## src/rtl/alu_pkg.sv

```systemverilog
// alu_pkg: shared encodings for the execute-stage ALU decoder and the multiply/divide unit.
package alu_pkg;
    localparam logic [3:0] ALUCTRL_AND  = 4'b0000;
    localparam logic [3:0] ALUCTRL_OR   = 4'b0001;
    localparam logic [3:0] ALUCTRL_ADD  = 4'b0010;
    localparam logic [3:0] ALUCTRL_XOR  = 4'b0011;
    localparam logic [3:0] ALUCTRL_NOR  = 4'b0100;
    localparam logic [3:0] ALUCTRL_SUB  = 4'b0110;
    localparam logic [3:0] ALUCTRL_SLT  = 4'b0111;
    localparam logic [3:0] ALUCTRL_SLL  = 4'b1000;
    localparam logic [3:0] ALUCTRL_SRL  = 4'b1001;
    localparam logic [3:0] ALUCTRL_SRA  = 4'b1010;
    localparam logic [3:0] ALUCTRL_SLTU = 4'b1111;

    localparam logic [5:0] FUNCT_SLL   = 6'b000000;
    localparam logic [5:0] FUNCT_SRL   = 6'b000010;
    localparam logic [5:0] FUNCT_SRA   = 6'b000011;
    localparam logic [5:0] FUNCT_MFHI  = 6'b010000;
    localparam logic [5:0] FUNCT_MTHI  = 6'b010001;
    localparam logic [5:0] FUNCT_MFLO  = 6'b010010;
    localparam logic [5:0] FUNCT_MTLO  = 6'b010011;
    localparam logic [5:0] FUNCT_MULT  = 6'b011000;
    localparam logic [5:0] FUNCT_MULTU = 6'b011001;
    localparam logic [5:0] FUNCT_DIV   = 6'b011010;
    localparam logic [5:0] FUNCT_DIVU  = 6'b011011;
    localparam logic [5:0] FUNCT_ADD   = 6'b100000;
    localparam logic [5:0] FUNCT_ADDU  = 6'b100001;
    localparam logic [5:0] FUNCT_SUB   = 6'b100010;
    localparam logic [5:0] FUNCT_SUBU  = 6'b100011;
    localparam logic [5:0] FUNCT_AND   = 6'b100100;
    localparam logic [5:0] FUNCT_OR    = 6'b100101;
    localparam logic [5:0] FUNCT_XOR   = 6'b100110;
    localparam logic [5:0] FUNCT_NOR   = 6'b100111;
    localparam logic [5:0] FUNCT_SLT   = 6'b101010;
    localparam logic [5:0] FUNCT_SLTU  = 6'b101011;

    localparam logic [1:0] ALUOP_ADD   = 2'b00;
    localparam logic [1:0] ALUOP_SUB   = 2'b01;
    localparam logic [1:0] ALUOP_RTYPE = 2'b10;
    localparam logic [1:0] ALUOP_OR    = 2'b11;

    localparam logic [1:0] SEL_ALU = 2'b00;
    localparam logic [1:0] SEL_HI  = 2'b01;
    localparam logic [1:0] SEL_LO  = 2'b10;

    // Encoded to match funct[1:0] of the four MDU instructions.
    typedef enum logic [1:0] {MDU_MULT = 2'b00, MDU_MULTU = 2'b01, MDU_DIV = 2'b10, MDU_DIVU = 2'b11} mdu_op_e;
    typedef enum logic [1:0] {S_IDLE = 2'b00, S_RUN = 2'b01, S_FIX = 2'b10} mdu_state_e;

    function automatic logic is_div_op(mdu_op_e op);
        return op == MDU_DIV || op == MDU_DIVU;
    endfunction
endpackage

```

## src/rtl/mdu_iter_core.sv

```systemverilog
// mdu_iter_core: WIDTH-step shift-add multiplier / restoring divider on unsigned magnitudes.
module mdu_iter_core #(
    parameter int WIDTH = 32
) (
    input  logic             clk,
    input  logic             reset,
    input  logic             load_i,
    input  logic             step_i,
    input  logic             div_i,
    input  logic [WIDTH-1:0] a_i,
    input  logic [WIDTH-1:0] b_i,
    output logic [WIDTH-1:0] hi_o,
    output logic [WIDTH-1:0] lo_o,
    output logic             done_o
);
    localparam int CW = $clog2(WIDTH);
    localparam logic [CW-1:0] LAST = CW'(WIDTH - 1);

    logic [WIDTH-1:0] hi_q, hi_d, lo_q, lo_d, m_q;
    logic [CW-1:0]    cnt_q;
    logic [WIDTH:0]   sum, shifted;
    logic [WIDTH+1:0] diff;
    logic             ge;

    // Multiply: hi accumulates, lo holds the multiplier and collects product bits.
    // Divide: hi is the partial remainder, lo shifts dividend out and quotient in.
    always_comb begin
        sum     = {1'b0, hi_q} + (lo_q[0] ? {1'b0, m_q} : '0);
        shifted = {hi_q, lo_q[WIDTH-1]};
        diff    = {1'b0, shifted} - {2'b00, m_q};
        ge      = ~diff[WIDTH+1];
        hi_d    = div_i ? (ge ? diff[WIDTH-1:0] : shifted[WIDTH-1:0]) : sum[WIDTH:1];
        lo_d    = div_i ? {lo_q[WIDTH-2:0], ge} : {sum[0], lo_q[WIDTH-1:1]};
    end

    always_ff @(posedge clk) begin
        if (reset) begin
            cnt_q <= '0;
            hi_q  <= '0;
            lo_q  <= '0;
            m_q   <= '0;
        end else if (load_i) begin
            cnt_q <= '0;
            hi_q  <= '0;
            lo_q  <= a_i;
            m_q   <= b_i;
        end else if (step_i) begin
            cnt_q <= cnt_q + 1'b1;
            hi_q  <= hi_d;
            lo_q  <= lo_d;
        end
    end

    assign hi_o   = hi_q;
    assign lo_o   = lo_q;
    assign done_o = step_i & (cnt_q == LAST);
endmodule

```

## src/rtl/alu_mdu_dec.sv

```systemverilog
// alu_mdu_dec: execute-stage ALU decoder with an iterative multiply/divide unit owning HI/LO.
module alu_mdu_dec
    import alu_pkg::*;
#(
    parameter int WIDTH     = 32,
    parameter int ALUCTRL_W = 4
) (
    input  logic                 clk,
    input  logic                 reset,
    input  logic                 en,
    input  logic [1:0]           aluop,
    input  logic [5:0]           funct,
    input  logic [WIDTH-1:0]     srca,
    input  logic [WIDTH-1:0]     srcb,
    output logic [ALUCTRL_W-1:0] alucontrol,
    output logic                 illegal,
    output logic                 stall,
    output logic                 mdu_busy,
    output logic [1:0]           mdu_sel,
    output logic [WIDTH-1:0]     hi,
    output logic [WIDTH-1:0]     lo
);
    mdu_state_e         state_q, state_d;
    mdu_op_e            op_q;
    logic               sa_q, sb_q, bz_q;
    logic [WIDTH-1:0]   hi_q, hi_d, lo_q, lo_d;
    logic [WIDTH-1:0]   core_hi, core_lo, a_mag, b_mag, quo, rem;
    logic [2*WIDTH-1:0] prod;
    logic [3:0]         rctrl;
    logic               r_type, is_hilo, is_mdu, known, issue, signed_op, done, mthi_we, mtlo_we;

    assign r_type  = aluop == ALUOP_RTYPE;
    assign is_hilo = funct[5:2] == 4'b0100;
    assign is_mdu  = funct[5:2] == 4'b0110;

    always_comb begin
        rctrl = ALUCTRL_ADD;
        known = 1'b1;
        case (funct)
            FUNCT_ADD, FUNCT_ADDU: rctrl = ALUCTRL_ADD;
            FUNCT_SUB, FUNCT_SUBU: rctrl = ALUCTRL_SUB;
            FUNCT_AND:             rctrl = ALUCTRL_AND;
            FUNCT_OR:              rctrl = ALUCTRL_OR;
            FUNCT_XOR:             rctrl = ALUCTRL_XOR;
            FUNCT_NOR:             rctrl = ALUCTRL_NOR;
            FUNCT_SLT:             rctrl = ALUCTRL_SLT;
            FUNCT_SLTU:            rctrl = ALUCTRL_SLTU;
            FUNCT_SLL:             rctrl = ALUCTRL_SLL;
            FUNCT_SRL:             rctrl = ALUCTRL_SRL;
            FUNCT_SRA:             rctrl = ALUCTRL_SRA;
            default:               known = is_hilo | is_mdu;
        endcase
    end

    assign alucontrol = ALUCTRL_W'(aluop == ALUOP_ADD ? ALUCTRL_ADD :
                                   aluop == ALUOP_SUB ? ALUCTRL_SUB :
                                   aluop == ALUOP_OR  ? ALUCTRL_OR  : rctrl);
    assign illegal    = r_type & ~known;
    assign mdu_sel    = ~r_type ? SEL_ALU : funct == FUNCT_MFHI ? SEL_HI :
                        funct == FUNCT_MFLO ? SEL_LO : SEL_ALU;

    assign mdu_busy  = state_q != S_IDLE;
    assign stall     = en & mdu_busy & r_type & (is_hilo | is_mdu);
    assign issue     = en & r_type & is_mdu & ~stall;
    assign mthi_we   = en & r_type & (funct == FUNCT_MTHI) & ~stall;
    assign mtlo_we   = en & r_type & (funct == FUNCT_MTLO) & ~stall;
    assign signed_op = ~funct[0];
    assign a_mag     = (signed_op & srca[WIDTH-1]) ? -srca : srca;
    assign b_mag     = (signed_op & srcb[WIDTH-1]) ? -srcb : srcb;

    mdu_iter_core #(.WIDTH(WIDTH)) u_core (
        .clk    (clk),
        .reset  (reset),
        .load_i (issue),
        .step_i (state_q == S_RUN),
        .div_i  (is_div_op(op_q)),
        .a_i    (a_mag),
        .b_i    (b_mag),
        .hi_o   (core_hi),
        .lo_o   (core_lo),
        .done_o (done)
    );

    // Sign correction: the core only ever sees magnitudes; divide-by-zero forces an all-ones quotient.
    assign prod = (sa_q ^ sb_q) ? -{core_hi, core_lo} : {core_hi, core_lo};
    assign quo  = bz_q ? '1 : (sa_q ^ sb_q) ? -core_lo : core_lo;
    assign rem  = sa_q ? -core_hi : core_hi;

    always_comb begin
        state_d = state_q;
        hi_d    = hi_q;
        lo_d    = lo_q;
        case (state_q)
            S_IDLE: state_d = issue ? S_RUN : S_IDLE;
            S_RUN:  state_d = done ? S_FIX : S_RUN;
            default: begin
                state_d      = S_IDLE;
                {hi_d, lo_d} = is_div_op(op_q) ? {rem, quo} : prod;
            end
        endcase
        if (mthi_we) hi_d = srca;
        if (mtlo_we) lo_d = srca;
    end

    always_ff @(posedge clk) begin
        if (reset) begin
            state_q <= S_IDLE;
            op_q    <= MDU_MULT;
            sa_q    <= 1'b0;
            sb_q    <= 1'b0;
            bz_q    <= 1'b0;
            hi_q    <= '0;
            lo_q    <= '0;
        end else begin
            state_q <= state_d;
            hi_q    <= hi_d;
            lo_q    <= lo_d;
            if (issue) begin
                op_q <= mdu_op_e'(funct[1:0]);
                sa_q <= signed_op & srca[WIDTH-1];
                sb_q <= signed_op & srcb[WIDTH-1];
                bz_q <= srcb == '0;
            end
        end
    end

    assign hi = hi_q;
    assign lo = lo_q;
endmodule

```

## config.mk

```make
export PLATFORM = sky130hd
export DESIGN_NAME = alu_mdu_dec
export DESIGN_NICKNAME = d
export VERILOG_FILES = /design/src/rtl/alu_pkg.sv /design/src/rtl/mdu_iter_core.sv /design/src/rtl/alu_mdu_dec.sv
export SDC_FILE = /design/constraint.sdc
export NUM_CORES = 1
export LEC_CHECK = 0
export CAP_MARGIN = 20
export CORE_MARGIN = 3
export CORE_UTILIZATION = 35
export CTS_CLUSTER_DIAMETER = 100
export DETAILED_ROUTE_END_ITERATION = 7
export GPL_TIMING_DRIVEN = 0
export PLACE_DENSITY = 0.52
export SYNTH_ARGS = -nofsm -noshare
export SYNTH_HDL_FRONTEND = slang
export SYNTH_SLANG_ARGS = --single-unit
```

## constraint.sdc

```tcl
create_clock -name clk -period 3.25 [get_ports clk]
set_clock_uncertainty 0.05 [all_clocks]
set_input_delay 0.65 -clock clk [delete_from_list [all_inputs] [get_ports clk]]
set_output_delay 0.65 -clock clk [all_outputs]
set_load 0.005 [all_outputs]
```

==> impl_metrics.json <==
{
  "status": "finished, violations left",
  "violations": "negative setup slack",
  "r2r_start": "u_core.lo_o[0]",
  "track_usage_pct": 29.3,
  "synth-main-ff-cell": "dfxtp_1",
  "grt_pass1_wl_um": 94100,
  "wl_um": 63900,
  "grt_antenna_before_repair": 0,
  "drtPass1Iterations": 6,
  "n_antenna_cell": 0,
  "syn_avg_cell_area_um2": 7.22,
  "yosysSeqAreaShare_pct": 24.4,
  "synth_cells": 1940,
  "finalMaxSlewViolations": 0,
  "holdPathStages": 2,
  "yosysMostFrequentCell": "a21oi_1",
  "fin_crit_ps": 3330,
  "post_drt_wl_per_cell_um": 23.8,
  "antenna_left": 0,
  "area_growth_pct": 30.0,
  "root_buffer": "clkbuf_16",
  "fillers": 3987,
  "viasPerCell": 5.87,
  "r2r_slack_ps": -80,
  "die_x_um": 206,
  "grt_overflow": 0,
  "async_reset_ff_share_pct": 0,
  "netlist.area_leader.share_pct": 24.4,
  "finalWeightedCongestion": 0.922,
  "fp.dieArea_um2": 42500,
  "slowest_stage": "dfxtp_4",
  "cp_max_fo": 10,
  "via_count": 15700,
  "clk_pin_slew_worst_paths_ps": 80,
  "hold_violations": 0,
  "crit_path_end_kind": "flip-flop",
  "nNetsFinal": 2294,
  "criticalPathCategory": "reg2reg",
  "syn_nets": 2087,
  "clock_latency_ps": 460,
  "whs_endpoint": "u_core.m_q[31]",
  "required_ps": 3540,
  "rr_endpoint": "u_core.hi_o[31]",
  "cts_hold_buffers": 0,
  "regArea_um2": 3470,
  "fin_hold_ws_ps": 412,
  "grt_pass1_vias": 15100,
  "dp_slack_ps": -1530,
  "drc": 0,
  "htreeDepth": 4,
  "cts_buffer_depth": 2,
  "rr_worst_depth": 14,
  "io_buffer_count": 144,
  "dp_hpwl_um": 49700,
  "ios": 148,
  "crit_chain": "clkinvlp_4 -> buf_12 -> buf_12 -> nor2_1 -> ha_2 -> o21a_2 -> a31oi_4 -> o41ai_4 -> buf_4 -> a41oi_4 -> o31a_1 -> o21ai_1 -> a211o_1 -> a32o_1",
  "cts_tree": "done",
  "clock_sinks": 171,
  "fin_crit_sh_pct": 103,
  "ys.warnings.count": 0,
  "tns_ps": -292,
  "std_cell_rows": 72,
  "rsz0062_at_grt": "true",
  "layout-drive-gt1-share_pct": 13.6,
  "synth_edf_count": 0,
  "fin_cells": 2678,
  "powerDensity_nw_per_um2": 293,
  "drt_iter0_markers": 1081,
  "synth.area.top_cells": "dfxtp_1 24%, a21oi_1 8.8%, nor2_1 6.4%",
  "place_inst": 2605,
  "syn-cell-area_um2": 14000,
  "start_kind": "flip-flop",
  "initial_utilization_pct": 35.8,
  "setup_viol": 6,
  "die_h_um": 206,
  "irDropWorstVdd_mv": 0.352,
  "multi_input_area_um2": 10800,
  "slowest_delay_ps": 390,
  "arrival_ps": 3630,
  "final_core_util_pct": 46.6,
  "core_um2": 39100,
  "hold_start": "u_core.m_q[31]",
  "hold_class": "reg2reg",
  "synth_top_area_cell": "dfxtp_1",
  "synth_seq_cells": 171,
  "grt_max_degree": 17,
  "drv_cap": 0,
  "maxSlewHeadroom_pct": 29.7,
  "ys_types": 72,
  "cts_made_buffers": 17,
  "worst_slack_ps": -81.3,
  "worst_pin_slew_ps": 1050,
  "timing.fmax_mhz": 300,
  "ys_top_cells_by_count": "245 x a21oi_1, 239 x nor2_1, 171 x dfxtp_1",
  "cp_common_cell": "buf_12",
  "p_leak_nw": 6.56
}
state kept, by name, indices dropped and copies added (netlist names):
signal and count:
u_core.m_q 32, sb_q 1, u_core.hi_o 32, lo 32, op_q 1, bz_q 1
u_core.cnt_q 5, hi 32, state_q 2, u_core.lo_o 32, sa_q 1
worst max path at each step:
stage | startpoint | endpoint | slack (ps) | cells after the start
after floorplan | u_core.lo_o[0] | u_core.hi_o[27] | 20 | 13
after global placement | u_core.lo_o[31] | u_core.hi_o[23] | -1800 | 11
after detailed placement | aluop[1] | u_core.m_q[26] | -1530 | 9
after CTS | u_core.lo_o[0] | u_core.hi_o[23] | -30 | 16
after global routing | u_core.lo_o[0] | u_core.hi_o[31] | -140 | 13
final | u_core.lo_o[0] | u_core.hi_o[31] | -80 | 14
critical path, delay by kind of cell (launching register included):
family	cells	cell delay, ps
compound gates	8	1670
buf+inv	4	670
flops	1	390
fa+ha+maj	1	300
simple gates	1	110
cell type report:
cell class	count	area share (%)
plain buffers	115	2.84
clock buffers	19	2.38
clock inverters	13	0.914
inverters	59	1.24
multi-input cells	1580	59.5
flip-flops and latches	171	19.1
well taps	518	3.56
repair buffers	203	10.5
power breakdown:
group | total, W | internal [W] | switching (W)
logic | 0.00101 | 0.000405 | 0.000609
clock network | 0.00220 | 0.00122 | 0.000986
registers | 0.00212 | 0.00210 | 0.0000156
logic make-up after synthesis:
logic type | Yosys count | share of synthesized area [%]
multiplexers | 39 | 2.81
AO/OA/AOI/OAI | 670 | 29.7
adder cells (fa/ha/maj) | 72 | 6.54
AND/OR/NAND/NOR | 630 | 20.8
buffers and inverters | 189 | 5.15
flip-flops | 171 | 24.4
XOR/XNOR | 169 | 10.6
what timing repair did:
item | CTS | global route
pin swaps | 34 | 39
gates resized for setup | 157 | 139
hold endpoints to repair | 0 | 0
buffers inserted | 29 | 26
setup endpoints to repair | 131 | 102
cloned | 1 | 0
metrics by stage:
step           total power, W  cell area [um^2]
2_1_floorplan         0.00265             14000
3_3_place_gp          0.00302             16100
3_5_place_dp          0.00302             16100
4_1_cts               0.00528             17500
5_1_grt               0.00549             18200
6_report              0.00533             18200
per-layer routing:
metal,part of all wire [%],GRT usage [%],wire length [um],vias up
met1,42,37.0,26800,7528
li1,-,-,-,7464
met5,0,0,0,-
met3,5.6,3.34,3580,141
met4,4.6,12.0,2930,0
met2,48,50.8,30500,585
cell usage in the layout, fill, tap and decap left out, types with 25 or more instances in the layout:
master	count
nand2_1	158
o21ai_0	108
a21oi_1	228
ha_1	45
clkbuf_1	84
nor3_1	42
o22ai_1	27
clkdlybuf4s50_1	133
inv_1	57
mux2i_1	37
xor2_1	76
xnor2_1	90
a211oi_1	48
dfxtp_1	143
buf_4	57
a22oi_1	32
nor2_1	222
nand3_1	25
Power figures use the tool's default switching activity.
